$ cat src/rtl/overlay_pkg.sv
// Shared types and constants for the text-overlay compositor.
package overlay_pkg;

    typedef enum logic [1:0] {
        HIDDEN  = 2'd0,
        FADE_IN = 2'd1,
        SHOW    = 2'd2,
        BLINK   = 2'd3
    } state_t;

    // Text palette, {r[1:0],g[1:0],b[1:0]}
    localparam logic [5:0] PALETTE [0:7] = '{
        6'b110000,  // red
        6'b110100,  // orange
        6'b111100,  // yellow
        6'b001100,  // green
        6'b001111,  // cyan
        6'b000011,  // blue
        6'b110011,  // magenta
        6'b111111   // white
    };

    // Per-channel clamp of a palette component to the current fade level
    function automatic logic [1:0] min2(input logic [1:0] a, input logic [1:0] b);
        return (a < b) ? a : b;
    endfunction

endpackage

$ cat src/rtl/overlay_compositor_if.sv
// Pixel-stream bundle between the overlay generators and the compositor.
interface overlay_compositor_if;
    logic       enable;
    logic       video_active;
    logic       hsync_in;
    logic       vsync_in;
    logic       overlay_active;
    logic [5:0] bg_rgb;
    logic [5:0] rgb;
    logic       hsync;
    logic       vsync;

    modport master (
        output enable, video_active, hsync_in, vsync_in, overlay_active, bg_rgb,
        input  rgb, hsync, vsync
    );

    modport slave (
        input  enable, video_active, hsync_in, vsync_in, overlay_active, bg_rgb,
        output rgb, hsync, vsync
    );
endinterface

$ cat src/rtl/frame_tick_detect.sv
// One-cycle frame tick on the inactive->active edge of vsync.
module frame_tick_detect #(
    parameter bit ACTIVE_LOW = 1'b1
) (
    input  logic clk,
    input  logic reset,
    input  logic vsync_in,
    output logic tick
);
    logic vsync_prev;

    // Remember last cycle's raw vsync for edge detection
    always_ff @(posedge clk or posedge reset) begin
        if (reset) vsync_prev <= 1'b0;
        else       vsync_prev <= vsync_in;
    end

    // vsync_prev resets to 0, so with active-low polarity the first falling edge still counts
    always_comb begin
        if (ACTIVE_LOW) tick = vsync_prev & ~vsync_in;
        else            tick = ~vsync_prev & vsync_in;
    end
endmodule

$ cat src/rtl/overlay_compositor.sv
// Composites animated overlay text onto the background, 1-cycle pixel latency.
module overlay_compositor
    import overlay_pkg::*;
#(
    parameter int unsigned HIDDEN_FRAMES    = 30,
    parameter int unsigned FADE_STEP_FRAMES = 4,
    parameter int unsigned SHOW_FRAMES      = 120,
    parameter int unsigned BLINK_FRAMES     = 64,
    parameter int unsigned BLINK_LOG2       = 3,
    parameter int unsigned COLOR_SHIFT      = 4,
    parameter bit          VSYNC_ACTIVE_LOW = 1'b1
) (
    input  logic                 clk,
    input  logic                 reset,
    overlay_compositor_if.slave  pix
);
    state_t     state, state_n;
    logic [1:0] level, level_n;
    logic [7:0] state_timer, timer_n;
    logic [7:0] frame_cnt;
    logic       tick;
    logic       text_visible;
    logic [2:0] pal_idx;
    logic [5:0] pal;
    logic [5:0] text_rgb;
    logic [5:0] pix_n;

    frame_tick_detect #(.ACTIVE_LOW(VSYNC_ACTIVE_LOW)) u_tick (
        .clk      (clk),
        .reset    (reset),
        .vsync_in (pix.vsync_in),
        .tick     (tick)
    );

    // Free-running frame counter drives palette rotation, independent of enable
    always_ff @(posedge clk or posedge reset) begin
        if (reset)     frame_cnt <= 8'd0;
        else if (tick) frame_cnt <= frame_cnt + 8'd1;
    end

    // Animation state registers
    always_ff @(posedge clk or posedge reset) begin
        if (reset) begin
            state       <= HIDDEN;
            level       <= 2'd0;
            state_timer <= 8'd0;
        end else begin
            state       <= state_n;
            level       <= level_n;
            state_timer <= timer_n;
        end
    end

    // Next-state: enable low overrides everything; otherwise advance only on tick
    always_comb begin
        state_n = state;
        level_n = level;
        timer_n = state_timer;
        if (!pix.enable) begin
            state_n = HIDDEN;
            level_n = 2'd0;
            timer_n = 8'd0;
        end else if (tick) begin
            timer_n = state_timer + 8'd1;
            unique case (state)
                HIDDEN: begin
                    level_n = 2'd0;
                    if (state_timer == 8'(HIDDEN_FRAMES - 1)) begin
                        state_n = FADE_IN;
                        timer_n = 8'd0;
                    end
                end
                FADE_IN: begin
                    if (state_timer == 8'(FADE_STEP_FRAMES - 1)) begin
                        level_n = level + 2'd1;
                        timer_n = 8'd0;
                        if (level == 2'd2) state_n = SHOW;
                    end
                end
                SHOW: begin
                    level_n = 2'd3;
                    if (state_timer == 8'(SHOW_FRAMES - 1)) begin
                        state_n = BLINK;
                        timer_n = 8'd0;
                    end
                end
                BLINK: begin
                    level_n = 2'd3;
                    if (state_timer == 8'(BLINK_FRAMES - 1)) begin
                        state_n = HIDDEN;
                        level_n = 2'd0;
                        timer_n = 8'd0;
                    end
                end
                default: begin
                    state_n = HIDDEN;
                    level_n = 2'd0;
                    timer_n = 8'd0;
                end
            endcase
        end
    end

    // Text colour and pixel select
    always_comb begin
        pal_idx      = 3'(frame_cnt >> COLOR_SHIFT);
        pal          = PALETTE[pal_idx];
        text_rgb     = {min2(pal[5:4], level), min2(pal[3:2], level), min2(pal[1:0], level)};
        text_visible = (state != HIDDEN) && !(state == BLINK && state_timer[BLINK_LOG2]);
        if (!pix.video_active)                       pix_n = 6'd0;
        else if (pix.overlay_active && text_visible) pix_n = text_rgb;
        else                                         pix_n = pix.bg_rgb;
    end

    // Output register; syncs share the pixel's latency so they stay aligned at the pins
    always_ff @(posedge clk or posedge reset) begin
        if (reset) begin
            pix.rgb   <= 6'd0;
            pix.hsync <= 1'b0;
            pix.vsync <= 1'b0;
        end else begin
            pix.rgb   <= pix_n;
            pix.hsync <= pix.hsync_in;
            pix.vsync <= pix.vsync_in;
        end
    end
endmodule

$ cat src/flat_wrapper.sv
// flat-port wrapper written by rule: the top's interface ports become plain ports
module overlay_compositor_flat import overlay_pkg::*;
#(
    parameter int unsigned HIDDEN_FRAMES    = 30,
    parameter int unsigned FADE_STEP_FRAMES = 4,
    parameter int unsigned SHOW_FRAMES      = 120,
    parameter int unsigned BLINK_FRAMES     = 64,
    parameter int unsigned BLINK_LOG2       = 3,
    parameter int unsigned COLOR_SHIFT      = 4,
    parameter bit          VSYNC_ACTIVE_LOW = 1'b1
)
  (clk, reset, pix_enable, pix_video_active, pix_hsync_in, pix_vsync_in, pix_overlay_active, pix_bg_rgb, pix_rgb, pix_hsync, pix_vsync);
  overlay_compositor_if pix_i ();
  input  logic clk;
  input  logic reset;
  input wire logic [$bits(pix_i.enable)-1:0] pix_enable;
  input wire logic [$bits(pix_i.video_active)-1:0] pix_video_active;
  input wire logic [$bits(pix_i.hsync_in)-1:0] pix_hsync_in;
  input wire logic [$bits(pix_i.vsync_in)-1:0] pix_vsync_in;
  input wire logic [$bits(pix_i.overlay_active)-1:0] pix_overlay_active;
  input wire logic [$bits(pix_i.bg_rgb)-1:0] pix_bg_rgb;
  output wire logic [$bits(pix_i.rgb)-1:0] pix_rgb;
  output wire logic [$bits(pix_i.hsync)-1:0] pix_hsync;
  output wire logic [$bits(pix_i.vsync)-1:0] pix_vsync;
  assign pix_i.enable = pix_enable;
  assign pix_i.video_active = pix_video_active;
  assign pix_i.hsync_in = pix_hsync_in;
  assign pix_i.vsync_in = pix_vsync_in;
  assign pix_i.overlay_active = pix_overlay_active;
  assign pix_i.bg_rgb = pix_bg_rgb;
  assign pix_rgb = pix_i.rgb;
  assign pix_hsync = pix_i.hsync;
  assign pix_vsync = pix_i.vsync;
  overlay_compositor #(.HIDDEN_FRAMES(HIDDEN_FRAMES), .FADE_STEP_FRAMES(FADE_STEP_FRAMES), .SHOW_FRAMES(SHOW_FRAMES), .BLINK_FRAMES(BLINK_FRAMES), .BLINK_LOG2(BLINK_LOG2), .COLOR_SHIFT(COLOR_SHIFT), .VSYNC_ACTIVE_LOW(VSYNC_ACTIVE_LOW)) u_core (.clk(clk), .reset(reset), .pix(pix_i));
endmodule
$ cat config.mk
export PLATFORM = sky130hd
export DESIGN_NAME = overlay_compositor_flat
export DESIGN_NICKNAME = d
export VERILOG_FILES = /design/src/rtl/overlay_pkg.sv /design/src/rtl/overlay_compositor_if.sv /design/src/rtl/frame_tick_detect.sv /design/src/rtl/overlay_compositor.sv /design/src/flat_wrapper.sv
export SDC_FILE = /design/constraint.sdc
export NUM_CORES = 1
export LEC_CHECK = 0
export ABC_CLOCK_PERIOD_IN_PS = 2600
export CORE_AREA = 2 2 59 61
export DETAILED_ROUTE_END_ITERATION = 10
export DIE_AREA = 0 0 61 63
export GPL_TIMING_DRIVEN = 0
export PLACE_DENSITY = 0.73
export SYNTH_ARGS = -nofsm -noshare
export SYNTH_HDL_FRONTEND = slang
export SYNTH_HIERARCHICAL = 1
export SYNTH_SLANG_ARGS = --single-unit
$ cat constraint.sdc
create_clock -name clk -period 2.6 [get_ports clk]
set_input_delay 0.52 -clock clk [delete_from_list [all_inputs] [get_ports clk]]
set_output_delay 0.52 -clock clk [all_outputs]
set_load 0.02 [all_outputs]
==> flow_summary.toml <==
[outcome]
result_of_the_run = "complete, no violations"

[place]
post_dp_cell_area_um2 = 1970
dp_hpwl_mm = 2.41
finalWeightedCongestion = 0.820
input_output_buffers = 20

[setup_path]
cp_top_family = "simple AND/OR/NAND/NOR gates"
critPathArrivalTime_ns = 2.52
cp_data_required_time_ns = 2.87
critical_path.max_stage_delay_ns = 0.52
crit_start = "u_core/state_timer[0]$_DFFE_PP0P_"
crit_chain = "ha_1, or4b_4, o41ai_4, nand2_2, or3_1, a21boi_2"
cp-start-kind = "flip-flop"
worstSetupEndpointType = "flip-flop"
crit_slowest_cell = "sky130_fd_sc_hd__or4b_4"
path_max_fanout = 6
worstReg2RegStart = "u_core/state_timer[0]$_DFFE_PP0P_"
critPathBufInv = 0
critical_path_class = "flip-flop to flip-flop"

[logic_synthesis]
synth-async-reset-ratio_pct = 100
synth.top_cell.area_share_pct = 40.9
synth_area_um2 = 1710
netlist.top_cell.by_area = "sky130_fd_sc_hd__dfrtp_1"
ys_seq_elements = 28
synth.yosys.seq_area_share_pct = 40.9
synth.lib_cells_used.distinct = 47
synth-edff-count = 0
synthFlopType = "sky130_fd_sc_hd__dfrtp_1"
ys_warn_count = 6
netlist_instances = 171
ys_top_cells_by_area = "sky130_fd_sc_hd__dfrtp_1 41%, sky130_fd_sc_hd__ha_1 10%, sky130_fd_sc_hd__nand2_1 5.0%, sky130_fd_sc_hd__inv_1 2.8%, sky130_fd_sc_hd__a21boi_0 2.6%"
synthesis.nets = 198
synth_area_per_cell_um2 = 10.0

[clock_network]
cts_tree = "built"
path_clk_slew_ns = 0.15
cts_root_buffer = "sky130_fd_sc_hd__clkbuf_4"
max-clock-path-buffers = 2
hold_buffers = 0
cts-resized-gates = 0
clock_latency_ns = 0.33
post-cts-setup-buffers = 0
clock_sink_count = 28
cts_max_level = 1
tritoncts.num_buffers = 3

[final_layout]
antenna_cells = 0
final_area_um2 = 2020
fin_nets = 223
synthToLayoutAreaGrowth_pct = 18.1
drive_gt1_share_pct = 11.3
most-common-layout-cells = "28 x sky130_fd_sc_hd__dfrtp_1, 23 x sky130_fd_sc_hd__nand2_1, 20 x sky130_fd_sc_hd__clkdlybuf4s50_1, 14 x sky130_fd_sc_hd__ha_1, 13 x sky130_fd_sc_hd__inv_1"
most_frequent_standard_cell_in_the_layout_excluding_fill_and_tap_cells = "sky130_fd_sc_hd__dfrtp_1"

[grt]
maximum_number_of_pins_on_one_net_before_global_route_repair = 28
gr-total-overflow = 0
global_route.usage.total_pct = 19.2
grt_pass1_vias = 1340
wire_length_of_the_first_global_routing_pass_mm = 5.78
grt_antenna_before_repair = 0

[floorplan]
fp.dieW_um = 61
initial_utilization_pct = 53.0
dieArea_um2 = 3840
core.rowCount = 21
floorplan.core_area_um2 = 3230
floorplan.io_pins = 21
die-height_um = 63

[power_and_ir_drop]
power_frac_seq_pct = 51.2
switching_share_pct = 28.3
static-leakage-power_uw = 0.000857
cellPowerDensity_nw_per_um2 = 526
internal_power_uw = 763
clock_power_share_pct = 26.6
net-switching-power_uw = 302
logic_pwr_share_pct = 22.2
ir_drop_v = 0.000266

[routing]
detail-route-antenna-nets = 0
routed-via-count = 1303
drt_pass_1_iters = 4
drtIter0Drc = 37
met3RoutedLength_um = 168
routed-wl-met2_mm = 1.63
routed_wirelength_mm = 3.27
route.layer.met1.wl_mm = 1.46
routed_via_density = 5.41
topRoutingLayerUsed = "met4"
drc = 0
drt-wirelength-per-cell_um = 13.6

[sta]
maxSlewViolCount = 0
fin_crit_ns = 2.24
timing_worst_slew_pin_value_ns = 1.04
final-setup-viol-count = 0
report.final.hold_viol_count = 0
final.hold.worst_slack_ns = 0.331
slew-limit-headroom_pct = 30.3
grt_setup_unrepaired = "false"
max_clock_freq_mhz = 446
fin_tns_setup_ns = 0
fin_crit_sh_pct = 86.3
clock_skew_ns = 0.00669

[hold_path]
worstHoldPathType = "input pin to asynchronous set/reset pin"

[job]
max_cap_violations = 0
[metal layers]
layer | global-route usage, % | vias up
li1 | - | 645
met1 | 25.0 | 618
met2 | 31.5 | 38
met3 | 3.31 | 2
met4 | 6.79 | 0
met5 | 0 | -
[worst register-to-register path, delay by kind of cell, from the launching register on]
| kind | cells | cell delay [ns] |
|---|---|---|
| adders and majority gates | 1 | 0.29 |
| DFF | 1 | 0.49 |
| AOI/OAI and AO/OA | 2 | 0.37 |
| and+or+nand+nor | 3 | 1.05 |
[power by group through the flow]
stage / clock network, uW / logic (uW) / registers, uW
5_1_grt: 312 / 268 / 552
6_report: 284 / 236 / 545
3_5_place_dp: 0 / 239 / 552
2_1_floorplan: 0 / 160 / 548
3_3_place_gp: 0 / 221 / 545
4_1_cts: 297 / 240 / 544
[path summary, 6_finish.rpt]
check / to / slack (ns) / depth (start not counted)
max: u_core/level[0]$_DFFE_PP0P_ / 0.36 / 6
min: u_core/u_tick/vsync_prev$_DFF_PP0_ / 0.33 / 2
max reg2reg: u_core/level[0]$_DFFE_PP0P_ / 0.36 / 6
min reg2reg: u_core/frame_cnt[2]$_DFFE_PP0P_ / 0.52 / 1
max in group asynchronous: u_core/state_timer[6]$_DFFE_PP0P_ / 1.21 / 2
min in group clk: u_core/frame_cnt[2]$_DFFE_PP0P_ / 0.52 / 1
[through the flow]
stage	setup WS (ns)	total power [uW]	instances	utilization [%]
floorplan	0.577	708	171	-
global placement	0.466	766	237	61.0
detailed placement	0.399	791	237	61.0
CTS	0.370	1080	241	62.6
global route	0.207	1130	241	62.6
finish	0.356	1060	241	62.6
[cell usage after synthesis, drive strengths merged, types with 2 or more instances]
cell type and count:
a211o 2, a211oi 4, a21boi 8, a21o 3, a21oi 2, and3 2
buf 4, clkbuf 3, dfrtp 28, ha 14, inv 13, mux2i 4
nand2 24, nand3 8, nand4 4, nor2 5, nor2b 4, nor3 3
nor4b 2, o21ai 4, o221ai 2, or2 5, or3 2, or3b 2
xnor2 4, xor2 3
[cell type report]
class                   count  area [um2]
well taps                  46        57.6
clock inverters             1        30.0
plain buffers               7        36.3
flip-flops and latches     28         701
inverters                  13        48.8
multi-input cells         123         927
clock buffers               3        22.5
fillers                   277        1210
repair buffers             20         200
[registers in the layout, indices dropped and copies added (netlist names)]
signal	cells
u_core/pix.vsync	1
u_core/level	2
u_core/u_tick/vsync_prev	1
u_core/state	2
u_core/pix.rgb	6
u_core/pix.hsync	1
u_core/frame_cnt	7
u_core/state_timer	8
[kinds of logic after synthesis]
| kind of cell | synth area share [%] |
|---|---|
| fa+ha+maj | 10.2 |
| compound gates | 16.8 |
| xor+xnor | 3.58 |
| flops | 40.9 |
| buf+inv | 4.97 |
| mux | 2.99 |
| simple gates | 20.5 |
(Power assumes the default switching activity.)
